$ cat src/rtl/cfg_bus_arbiter_pkg.sv
// Shared types, default widths and the config address map for the config-bus arbiter.
package cfg_bus_arbiter_pkg;

  localparam int unsigned NUM_REQ_DEF        = 4;
  localparam int unsigned CFG_ADDR_W         = 4;
  localparam int unsigned CFG_DATA_W         = 8;
  localparam int unsigned TIMEOUT_CYCLES_DEF = 16;

  typedef enum logic {
    ARB_IDLE  = 1'b0,
    ARB_DRIVE = 1'b1
  } arb_state_e;

  // Config address map of the slave blocks behind the bus
  localparam logic [CFG_ADDR_W-1:0] UART_PARITY_ADDR = 4'h4;
  localparam logic [CFG_ADDR_W-1:0] UART_STOP_ADDR   = 4'h5;
  localparam logic [CFG_ADDR_W-1:0] SPI_MODE_ADDR    = 4'h8;
  localparam logic [CFG_ADDR_W-1:0] TIMER_LOAD_ADDR  = 4'hC;

  function automatic int unsigned rr_next(input int unsigned idx, input int unsigned n);
    return (idx + 1 >= n) ? 0 : idx + 1;
  endfunction

endpackage

$ cat src/rtl/cfg_bus_arbiter_if.sv
// Request side and config-bus side signals of the arbiter; slave = arbiter view, master = requester/fabric view.
interface cfg_bus_arbiter_if
  import cfg_bus_arbiter_pkg::*;
#(
  parameter int unsigned NUM_REQ           = NUM_REQ_DEF,
  parameter int unsigned WIDTH_CONFIG_ADDR = CFG_ADDR_W,
  parameter int unsigned WIDTH_CONFIG_DATA = CFG_DATA_W
);
  localparam int unsigned IW = (NUM_REQ > 1) ? $clog2(NUM_REQ) : 1;

  logic [NUM_REQ-1:0]                   req_valid;
  logic [NUM_REQ*WIDTH_CONFIG_ADDR-1:0] req_addr;
  logic [NUM_REQ*WIDTH_CONFIG_DATA-1:0] req_data;
  logic [NUM_REQ-1:0]                   req_ready;
  logic [WIDTH_CONFIG_ADDR-1:0]         c_addr;
  logic [WIDTH_CONFIG_DATA-1:0]         c_data;
  logic                                 c_valid;
  logic                                 c_ready;
  logic [IW-1:0]                        grant_id;
  logic                                 busy;
  logic                                 timeout_err;

  modport slave (
    input  req_valid, req_addr, req_data, c_ready,
    output req_ready, c_addr, c_data, c_valid, grant_id, busy, timeout_err
  );

  modport master (
    output req_valid, req_addr, req_data, c_ready,
    input  req_ready, c_addr, c_data, c_valid, grant_id, busy, timeout_err
  );

endinterface

$ cat src/rtl/cfg_bus_arbiter_rr_arbiter.sv
// Combinational round-robin picker: first asserted request at or after i_ptr, wrapping modulo NUM_REQ.
module cfg_rr_arbiter #(
  parameter int unsigned NUM_REQ = 4,
  parameter int unsigned IW      = (NUM_REQ > 1) ? $clog2(NUM_REQ) : 1
) (
  input  logic [NUM_REQ-1:0] i_req,
  input  logic [IW-1:0]      i_ptr,
  output logic [NUM_REQ-1:0] o_grant_c,
  output logic [IW-1:0]      o_grant_idx_c,
  output logic               o_any_req_c
);

  logic          w_found;
  int unsigned   w_idx;
  logic [IW-1:0] w_sel;

  always_comb begin
    o_grant_c     = '0;
    o_grant_idx_c = '0;
    o_any_req_c   = |i_req;
    w_found       = 1'b0;
    w_idx         = 0;
    w_sel         = '0;
    for (int unsigned k = 0; k < NUM_REQ; k++) begin
      w_idx = 32'(i_ptr) + k;
      if (w_idx >= NUM_REQ) w_idx = w_idx - NUM_REQ;
      w_sel = IW'(w_idx);
      if (!w_found && i_req[w_sel]) begin
        w_found          = 1'b1;
        o_grant_c[w_sel] = 1'b1;
        o_grant_idx_c    = w_sel;
      end
    end
  end

endmodule

$ cat src/rtl/cfg_bus_arbiter.sv
// Round-robin config-bus write arbiter with forced idle cycle between writes.
// Optional DRIVE watchdog enabled by macro CFG_ARB_TIMEOUT_EN.
module cfg_bus_arbiter
  import cfg_bus_arbiter_pkg::*;
#(
  parameter int unsigned NUM_REQ           = NUM_REQ_DEF,
  parameter int unsigned WIDTH_CONFIG_ADDR = CFG_ADDR_W,
  parameter int unsigned WIDTH_CONFIG_DATA = CFG_DATA_W,
  parameter int unsigned TIMEOUT_CYCLES    = TIMEOUT_CYCLES_DEF
) (
  input logic              clk,
  input logic              rst,
  cfg_bus_arbiter_if.slave io_bus
);

  localparam int unsigned IW = (NUM_REQ > 1) ? $clog2(NUM_REQ) : 1;
  localparam int unsigned AW = WIDTH_CONFIG_ADDR;
  localparam int unsigned DW = WIDTH_CONFIG_DATA;

  if (NUM_REQ < 2 || NUM_REQ > 8 || TIMEOUT_CYCLES < 2) begin : g_param_chk
    $error("cfg_bus_arbiter: NUM_REQ must be 2..8 and TIMEOUT_CYCLES >= 2");
  end

  arb_state_e    r_state, w_state_nxt;
  logic [AW-1:0] r_c_addr, w_addr_nxt;
  logic [DW-1:0] r_c_data, w_data_nxt;
  logic          r_c_valid, w_valid_nxt;
  logic [IW-1:0] r_grant_id, w_gid_nxt;
  logic [IW-1:0] r_ptr, w_ptr_nxt;

  logic [NUM_REQ-1:0] w_grant_oh;
  logic [IW-1:0]      w_win_idx;
  logic               w_any_req;
  logic [AW-1:0]      w_win_addr;
  logic [DW-1:0]      w_win_data;
  logic               w_done;
  logic               w_abort;
  logic               w_strobe;

  cfg_rr_arbiter #(
    .NUM_REQ (NUM_REQ),
    .IW      (IW)
  ) u_rr (
    .i_req         (io_bus.req_valid),
    .i_ptr         (r_ptr),
    .o_grant_c     (w_grant_oh),
    .o_grant_idx_c (w_win_idx),
    .o_any_req_c   (w_any_req)
  );

  // One-hot AND-OR mux of the winner's payload
  always_comb begin
    w_win_addr = '0;
    w_win_data = '0;
    for (int unsigned i = 0; i < NUM_REQ; i++) begin
      if (w_grant_oh[i]) begin
        w_win_addr = w_win_addr | io_bus.req_addr[i*AW +: AW];
        w_win_data = w_win_data | io_bus.req_data[i*DW +: DW];
      end
    end
  end

`ifdef CFG_ARB_TIMEOUT_EN
  localparam int unsigned TW = $clog2(TIMEOUT_CYCLES);

  logic [TW-1:0] r_tmo_cnt, w_tmo_nxt;

  // Counts DRIVE cycles without c_ready; aborts in the TIMEOUT_CYCLES-th such cycle
  always_comb begin
    w_tmo_nxt = r_tmo_cnt;
    w_abort   = 1'b0;
    if (r_state == ARB_IDLE) begin
      w_tmo_nxt = '0;
    end else if (!io_bus.c_ready) begin
      if (r_tmo_cnt == TW'(TIMEOUT_CYCLES - 1)) w_abort = 1'b1;
      else                                      w_tmo_nxt = r_tmo_cnt + TW'(1);
    end
  end

  always_ff @(posedge clk or posedge rst) begin
    if (rst) r_tmo_cnt <= '0;
    else     r_tmo_cnt <= w_tmo_nxt;
  end
`else
  assign w_abort = 1'b0;
`endif

  // Next-state and bus-register logic
  always_comb begin
    w_state_nxt = r_state;
    w_addr_nxt  = r_c_addr;
    w_data_nxt  = r_c_data;
    w_valid_nxt = r_c_valid;
    w_gid_nxt   = r_grant_id;
    w_ptr_nxt   = r_ptr;
    w_done      = 1'b0;
    unique case (r_state)
      ARB_IDLE: begin
        w_valid_nxt = 1'b0;
        if (w_any_req) begin
          w_addr_nxt  = w_win_addr;
          w_data_nxt  = w_win_data;
          w_valid_nxt = 1'b1;
          w_gid_nxt   = w_win_idx;
          w_state_nxt = ARB_DRIVE;
        end
      end
      ARB_DRIVE: begin
        w_valid_nxt = 1'b1;
        w_done      = io_bus.c_ready;
        if (w_done || w_abort) begin
          w_valid_nxt = 1'b0;
          w_state_nxt = ARB_IDLE;
          w_ptr_nxt   = IW'(rr_next(32'(r_grant_id), NUM_REQ));
        end
      end
      default: w_state_nxt = ARB_IDLE;
    endcase
  end

  always_ff @(posedge clk or posedge rst) begin
    if (rst) begin
      r_state    <= ARB_IDLE;
      r_c_addr   <= '0;
      r_c_data   <= '0;
      r_c_valid  <= 1'b0;
      r_grant_id <= '0;
      r_ptr      <= '0;
    end else begin
      r_state    <= w_state_nxt;
      r_c_addr   <= w_addr_nxt;
      r_c_data   <= w_data_nxt;
      r_c_valid  <= w_valid_nxt;
      r_grant_id <= w_gid_nxt;
      r_ptr      <= w_ptr_nxt;
    end
  end

  // Completion strobe goes straight back to the granted master in the same cycle
  assign w_strobe           = (r_state == ARB_DRIVE) && (io_bus.c_ready || w_abort);
  assign io_bus.req_ready   = w_strobe ? (NUM_REQ'(1) << r_grant_id) : '0;
  assign io_bus.c_addr      = r_c_addr;
  assign io_bus.c_data      = r_c_data;
  assign io_bus.c_valid     = r_c_valid;
  assign io_bus.grant_id    = r_grant_id;
  assign io_bus.busy        = (r_state == ARB_DRIVE);
  assign io_bus.timeout_err = w_abort;

endmodule

$ cat src/flat_wrapper.sv
// flat-port wrapper written by rule: the top's interface ports become plain ports
module cfg_bus_arbiter_flat import cfg_bus_arbiter_pkg::*;
#(
  parameter int unsigned NUM_REQ           = NUM_REQ_DEF,
  parameter int unsigned WIDTH_CONFIG_ADDR = CFG_ADDR_W,
  parameter int unsigned WIDTH_CONFIG_DATA = CFG_DATA_W,
  parameter int unsigned TIMEOUT_CYCLES    = TIMEOUT_CYCLES_DEF
)
  (clk, rst, io_bus_req_valid, io_bus_req_addr, io_bus_req_data, io_bus_c_ready, io_bus_req_ready, io_bus_c_addr, io_bus_c_data, io_bus_c_valid, io_bus_grant_id, io_bus_busy, io_bus_timeout_err);
  cfg_bus_arbiter_if #(.NUM_REQ(NUM_REQ), .WIDTH_CONFIG_ADDR(WIDTH_CONFIG_ADDR), .WIDTH_CONFIG_DATA(WIDTH_CONFIG_DATA)) io_bus_i ();
  input logic clk;
  input logic rst;
  input wire logic [$bits(io_bus_i.req_valid)-1:0] io_bus_req_valid;
  input wire logic [$bits(io_bus_i.req_addr)-1:0] io_bus_req_addr;
  input wire logic [$bits(io_bus_i.req_data)-1:0] io_bus_req_data;
  input wire logic [$bits(io_bus_i.c_ready)-1:0] io_bus_c_ready;
  output wire logic [$bits(io_bus_i.req_ready)-1:0] io_bus_req_ready;
  output wire logic [$bits(io_bus_i.c_addr)-1:0] io_bus_c_addr;
  output wire logic [$bits(io_bus_i.c_data)-1:0] io_bus_c_data;
  output wire logic [$bits(io_bus_i.c_valid)-1:0] io_bus_c_valid;
  output wire logic [$bits(io_bus_i.grant_id)-1:0] io_bus_grant_id;
  output wire logic [$bits(io_bus_i.busy)-1:0] io_bus_busy;
  output wire logic [$bits(io_bus_i.timeout_err)-1:0] io_bus_timeout_err;
  assign io_bus_i.req_valid = io_bus_req_valid;
  assign io_bus_i.req_addr = io_bus_req_addr;
  assign io_bus_i.req_data = io_bus_req_data;
  assign io_bus_i.c_ready = io_bus_c_ready;
  assign io_bus_req_ready = io_bus_i.req_ready;
  assign io_bus_c_addr = io_bus_i.c_addr;
  assign io_bus_c_data = io_bus_i.c_data;
  assign io_bus_c_valid = io_bus_i.c_valid;
  assign io_bus_grant_id = io_bus_i.grant_id;
  assign io_bus_busy = io_bus_i.busy;
  assign io_bus_timeout_err = io_bus_i.timeout_err;
  cfg_bus_arbiter #(.NUM_REQ(NUM_REQ), .WIDTH_CONFIG_ADDR(WIDTH_CONFIG_ADDR), .WIDTH_CONFIG_DATA(WIDTH_CONFIG_DATA), .TIMEOUT_CYCLES(TIMEOUT_CYCLES)) u_core (.clk(clk), .rst(rst), .io_bus(io_bus_i));
endmodule
$ cat config.mk
export PLATFORM = sky130hd
export DESIGN_NAME = cfg_bus_arbiter_flat
export DESIGN_NICKNAME = d
export VERILOG_FILES = /design/src/rtl/cfg_bus_arbiter_pkg.sv /design/src/rtl/cfg_bus_arbiter_if.sv /design/src/rtl/cfg_bus_arbiter_rr_arbiter.sv /design/src/rtl/cfg_bus_arbiter.sv /design/src/flat_wrapper.sv
export SDC_FILE = /design/constraint.sdc
export NUM_CORES = 1
export LEC_CHECK = 0
export CAP_MARGIN = 25
export CORE_UTILIZATION = 37
export DETAILED_ROUTE_END_ITERATION = 7
export GPL_TIMING_DRIVEN = 0
export PLACE_DENSITY = 0.77
export REMOVE_ABC_BUFFERS = 1
export SETUP_SLACK_MARGIN = 0.4
export SLEW_MARGIN = 20
export SYNTH_ARGS = -nofsm -noshare
export SYNTH_HDL_FRONTEND = slang
export SYNTH_HIERARCHICAL = 1
export SYNTH_SLANG_ARGS = --single-unit
$ cat constraint.sdc
create_clock -name clk -period 2.55 [get_ports clk]
set_input_delay 0.51 -clock clk [delete_from_list [all_inputs] [get_ports clk]]
set_output_delay 0.51 -clock clk [all_outputs]
set_load 0.01 [all_outputs]
==> impl_metrics.xml <==
<?xml version="1.0" encoding="UTF-8"?>
<metrics>
  <group name="timing">
    <metric name="final_hold_viol_count" unit="">0</metric>
    <metric name="unrepaired_setup_endpoints_after_global_routing" unit="">yes</metric>
    <metric name="setup_viol_count_final" unit="">0</metric>
    <metric name="setup_ws" unit="ps">98.25</metric>
    <metric name="final.setup_skew" unit="ps">3.410</metric>
    <metric name="max_freq" unit="MHz">407.9</metric>
    <metric name="tns" unit="ps">0</metric>
    <metric name="worst_pin_slew" unit="ps">643.7</metric>
    <metric name="slew-limit-headroom" unit="%">57.04</metric>
    <metric name="final.hold.worst_slack" unit="ps">480.5</metric>
    <metric name="finalCriticalPeriod" unit="ps">2452</metric>
    <metric name="timing.final.max_slew_violations" unit="">0</metric>
    <metric name="layout_worst_path_cycle_share" unit="%">96.15</metric>
  </group>
  <group name="route">
    <metric name="wl" unit="mm">4.748</metric>
    <metric name="detail_route.iter0.violations" unit="">40</metric>
    <metric name="wl_per_cell" unit="um">16.15</metric>
    <metric name="drtPass1Iterations" unit="">4</metric>
    <metric name="avgViaCountPerCell" unit="">5.279</metric>
    <metric name="ant_nets" unit="">0</metric>
    <metric name="detailroute.via_count" unit="">1552</metric>
    <metric name="final_routed_drc_violation_total" unit="">0</metric>
  </group>
  <group name="synthesis">
    <metric name="synthDominantAreaCellType" unit="">sky130_fd_sc_hd__dfrtp_1</metric>
    <metric name="post_synth_num_cell_types" unit="">36</metric>
    <metric name="share_of_the_yosys_chip_area_belonging_to_registers" unit="%">27.71</metric>
    <metric name="yosys.area.top_type_share" unit="%">27.71</metric>
    <metric name="synth_edf_count" unit="">0</metric>
    <metric name="yosys_warnings" unit="">6</metric>
    <metric name="postSynth.asyncResetShare" unit="%">100.0</metric>
    <metric name="yosys-top-cells-count" unit="">sky130_fd_sc_hd__dfrtp_1 (17), sky130_fd_sc_hd__a22o_1 (13), sky130_fd_sc_hd__nand2_1 (11)</metric>
    <metric name="postSynthAreaPerCell" unit="um2">10.66</metric>
    <metric name="yosys-top-cells-area" unit="">sky130_fd_sc_hd__dfrtp_1 (28%), sky130_fd_sc_hd__a221oi_2 (9.8%), sky130_fd_sc_hd__a22o_1 (7.4%)</metric>
    <metric name="yosysMostFrequentCell" unit="">sky130_fd_sc_hd__dfrtp_1</metric>
    <metric name="synth_flop_cell" unit="">sky130_fd_sc_hd__dfrtp_1</metric>
    <metric name="netlist_instances" unit="">144</metric>
    <metric name="synth-seq-cells" unit="">17</metric>
    <metric name="synth_area" unit="um2">1535</metric>
  </group>
  <group name="run_status">
    <metric name="run_status" unit="">finished, final reports clean</metric>
  </group>
  <group name="setup_path">
    <metric name="path_class" unit="">flop to flop</metric>
    <metric name="worst_setup_path_endpoint" unit="">u_core/io_bus.c_addr[2]</metric>
    <metric name="timing.critical_path.arrival" unit="ps">2580</metric>
    <metric name="critical_path.endpoint_type" unit="">flop</metric>
    <metric name="setup.reg_to_reg.worst_slack" unit="ps">100</metric>
    <metric name="highest_net_fanout_along_the_worst_path" unit="">5</metric>
    <metric name="critPathLaunch" unit="">u_core/r_ptr[0]</metric>
    <metric name="worst_ep_required_time" unit="ps">2680</metric>
    <metric name="reg2reg_from" unit="">u_core/r_ptr[0]</metric>
    <metric name="worstSetupStartpointType" unit="">flop</metric>
    <metric name="worst_case_reg_to_reg_path_depth" unit="">11</metric>
    <metric name="r2r_end" unit="">u_core/io_bus.c_addr[2]</metric>
  </group>
  <group name="floorplan">
    <metric name="fp.dieH" unit="um">66.42</metric>
    <metric name="boundaryPins" unit="">76</metric>
    <metric name="initial_core_util" unit="%">38.38</metric>
    <metric name="placementRows" unit="">23</metric>
    <metric name="core_area" unit="um2">4000</metric>
    <metric name="dieWidth" unit="um">66.42</metric>
    <metric name="die_area" unit="um2">4411</metric>
  </group>
  <group name="global_route">
    <metric name="grt.total_usage" unit="%">20.94</metric>
    <metric name="globalRouteOverflowTotal" unit="">0</metric>
    <metric name="grt_pass1_wl" unit="mm">7.017</metric>
    <metric name="initial_antenna_violation_count" unit="">0</metric>
    <metric name="grt_start_max_net_pins" unit="">28</metric>
    <metric name="number_of_global_route_vias_before_repair" unit="">1406</metric>
  </group>
  <group name="cells_and_area">
    <metric name="fraction_of_layout_instances_using_a_drive_strength_above_1" unit="%">38.11</metric>
    <metric name="finish.utilization" unit="%">67.06</metric>
    <metric name="seqCellArea" unit="um2">430.4</metric>
    <metric name="layout-area-overhead-vs-synth" unit="%">74.73</metric>
    <metric name="inserted_diodes" unit="">0</metric>
    <metric name="filler_cell_count" unit="">309</metric>
    <metric name="multi_input_comb_area" unit="um2">1079</metric>
    <metric name="finalNetCount" unit="">309</metric>
  </group>
  <group name="power_and_ir_drop">
    <metric name="cellPowerDensity" unit="nW/um2">1397</metric>
    <metric name="finalPower" unit="mW">3.747</metric>
    <metric name="cell_leakage_power" unit="nW">1.167</metric>
    <metric name="irDropWorstVdd" unit="mV">0.6429</metric>
  </group>
  <group name="clock_network">
    <metric name="htree_levels" unit="">1</metric>
    <metric name="clock_latency" unit="ps">250</metric>
    <metric name="clkTransAtPathRegs" unit="ps">70</metric>
    <metric name="cts-buffers-inserted" unit="">3</metric>
    <metric name="cts.sink_count" unit="">17</metric>
    <metric name="cts-root-buf" unit="">sky130_fd_sc_hd__clkbuf_8</metric>
    <metric name="clockBufferDepth" unit="">2</metric>
    <metric name="tritoncts" unit="">done</metric>
  </group>
  <group name="place">
    <metric name="detailedPlacementHpwl" unit="mm">2.814</metric>
    <metric name="io_buffer_count" unit="">74</metric>
    <metric name="gp_congestion" unit="">0.7518</metric>
    <metric name="pre_cts_slack" unit="ps">-973.1</metric>
  </group>
  <group name="hold_path">
    <metric name="hold_path.class" unit="">flop to flop</metric>
  </group>
  <group name="flow_run">
    <metric name="timing.max_cap.violations" unit="">0</metric>
  </group>
</metrics>
[worst min-delay path by stage]
stage,from,end,slack (ps),cells past startpoint
floorplan,rst,u_core/io_bus.c_addr[0],440,1
CTS,u_core/io_bus.c_addr[1],u_core/io_bus.c_addr[1],480,2
detailed placement,u_core/io_bus.c_addr[1],u_core/io_bus.c_addr[1],470,2
global route,u_core/io_bus.c_data[6],u_core/io_bus.c_data[6],500,2
finish,u_core/io_bus.c_addr[1],u_core/io_bus.c_addr[1],480,2
global placement,u_core/io_bus.c_addr[2],u_core/io_bus.c_addr[2],460,2
[cell families after synthesis]
group / synth area share [%]
compound gates: 33.25
simple gates: 12.55
buf+inv: 9.698
flops: 27.71
fa+ha+maj: 7.335
mux: 9.210
other cells: 0.2443
[timing repair]
item | in CTS | in global routing
hold buffers | 0 | 0
pin swaps | 12 | 13
setup buffers | 24 | 10
resized for setup | 27 | 13
endpoints found under the setup margin | 18 | 17
[through the flow]
| stage | area (um2) | cells |
|---|---|---|
| 2_1_floorplan | 1413 | 132 |
| 3_3_place_gp | 2216 | 256 |
| 3_5_place_dp | 2227 | 256 |
| 4_1_cts | 2564 | 284 |
| 5_1_grt | 2683 | 294 |
| 6_report | 2683 | 294 |
[final cells by class]
cell class              instances  area share [%]
clock buffers                   4           1.679
well taps                      50           2.332
inverters                       7           1.073
multi-input cells             108           40.21
flip-flops and latches         17           16.04
repair buffers                108           38.67
[worst max-delay path: stages, from the launching register on]
cell,delay (ps)
sky130_fd_sc_hd__dfrtp_2,420
sky130_fd_sc_hd__inv_2,70
sky130_fd_sc_hd__ha_4,290
sky130_fd_sc_hd__mux4_2,300
sky130_fd_sc_hd__nor4b_4,150
sky130_fd_sc_hd__buf_6,140
sky130_fd_sc_hd__a22oi_2,180
sky130_fd_sc_hd__o21ai_4,100
sky130_fd_sc_hd__buf_6,140
sky130_fd_sc_hd__a22o_1,210
sky130_fd_sc_hd__a221oi_2,250
sky130_fd_sc_hd__o21ai_2,80
[metal layers]
layer	GRT usage (%)	routed length, um	up-vias
li1	-	-	752
met1	27.39	2040	749
met2	34.82	2347	47
met3	3.276	303	4
met4	6.915	56	0
met5	0	0	-
[flip-flops by register name (all words and copies together), names as in the netlist]
register,flops
u_core/io_bus.c_addr,4
u_core/io_bus.c_data,8
u_core/io_bus.c_valid,1
u_core/io_bus.grant_id,2
u_core/r_ptr,2
[layout by cell type (no fill, tap or decap), types with 5 or more instances in the layout]
cell,Yosys,final
sky130_fd_sc_hd__a221oi_2,10,12
sky130_fd_sc_hd__a22o_1,13,13
sky130_fd_sc_hd__a22oi_2,0,8
sky130_fd_sc_hd__buf_4,2,26
sky130_fd_sc_hd__buf_6,3,6
sky130_fd_sc_hd__clkdlybuf4s50_1,0,67
sky130_fd_sc_hd__dfrtp_1,17,13
sky130_fd_sc_hd__dlygate4sd2_1,0,5
sky130_fd_sc_hd__ha_1,9,8
sky130_fd_sc_hd__inv_1,7,5
sky130_fd_sc_hd__nand2_1,11,11
sky130_fd_sc_hd__nor2_1,5,5
sky130_fd_sc_hd__o21ai_2,8,8
[report_power, final]
part / switching, mW / internal (mW)
registers: 0.117 / 0.407
clock network: 0.0905 / 0.111
logic: 1.38 / 1.64
total: 1.58 / 2.16
Note: power is estimated with default switching activity, not from simulation.
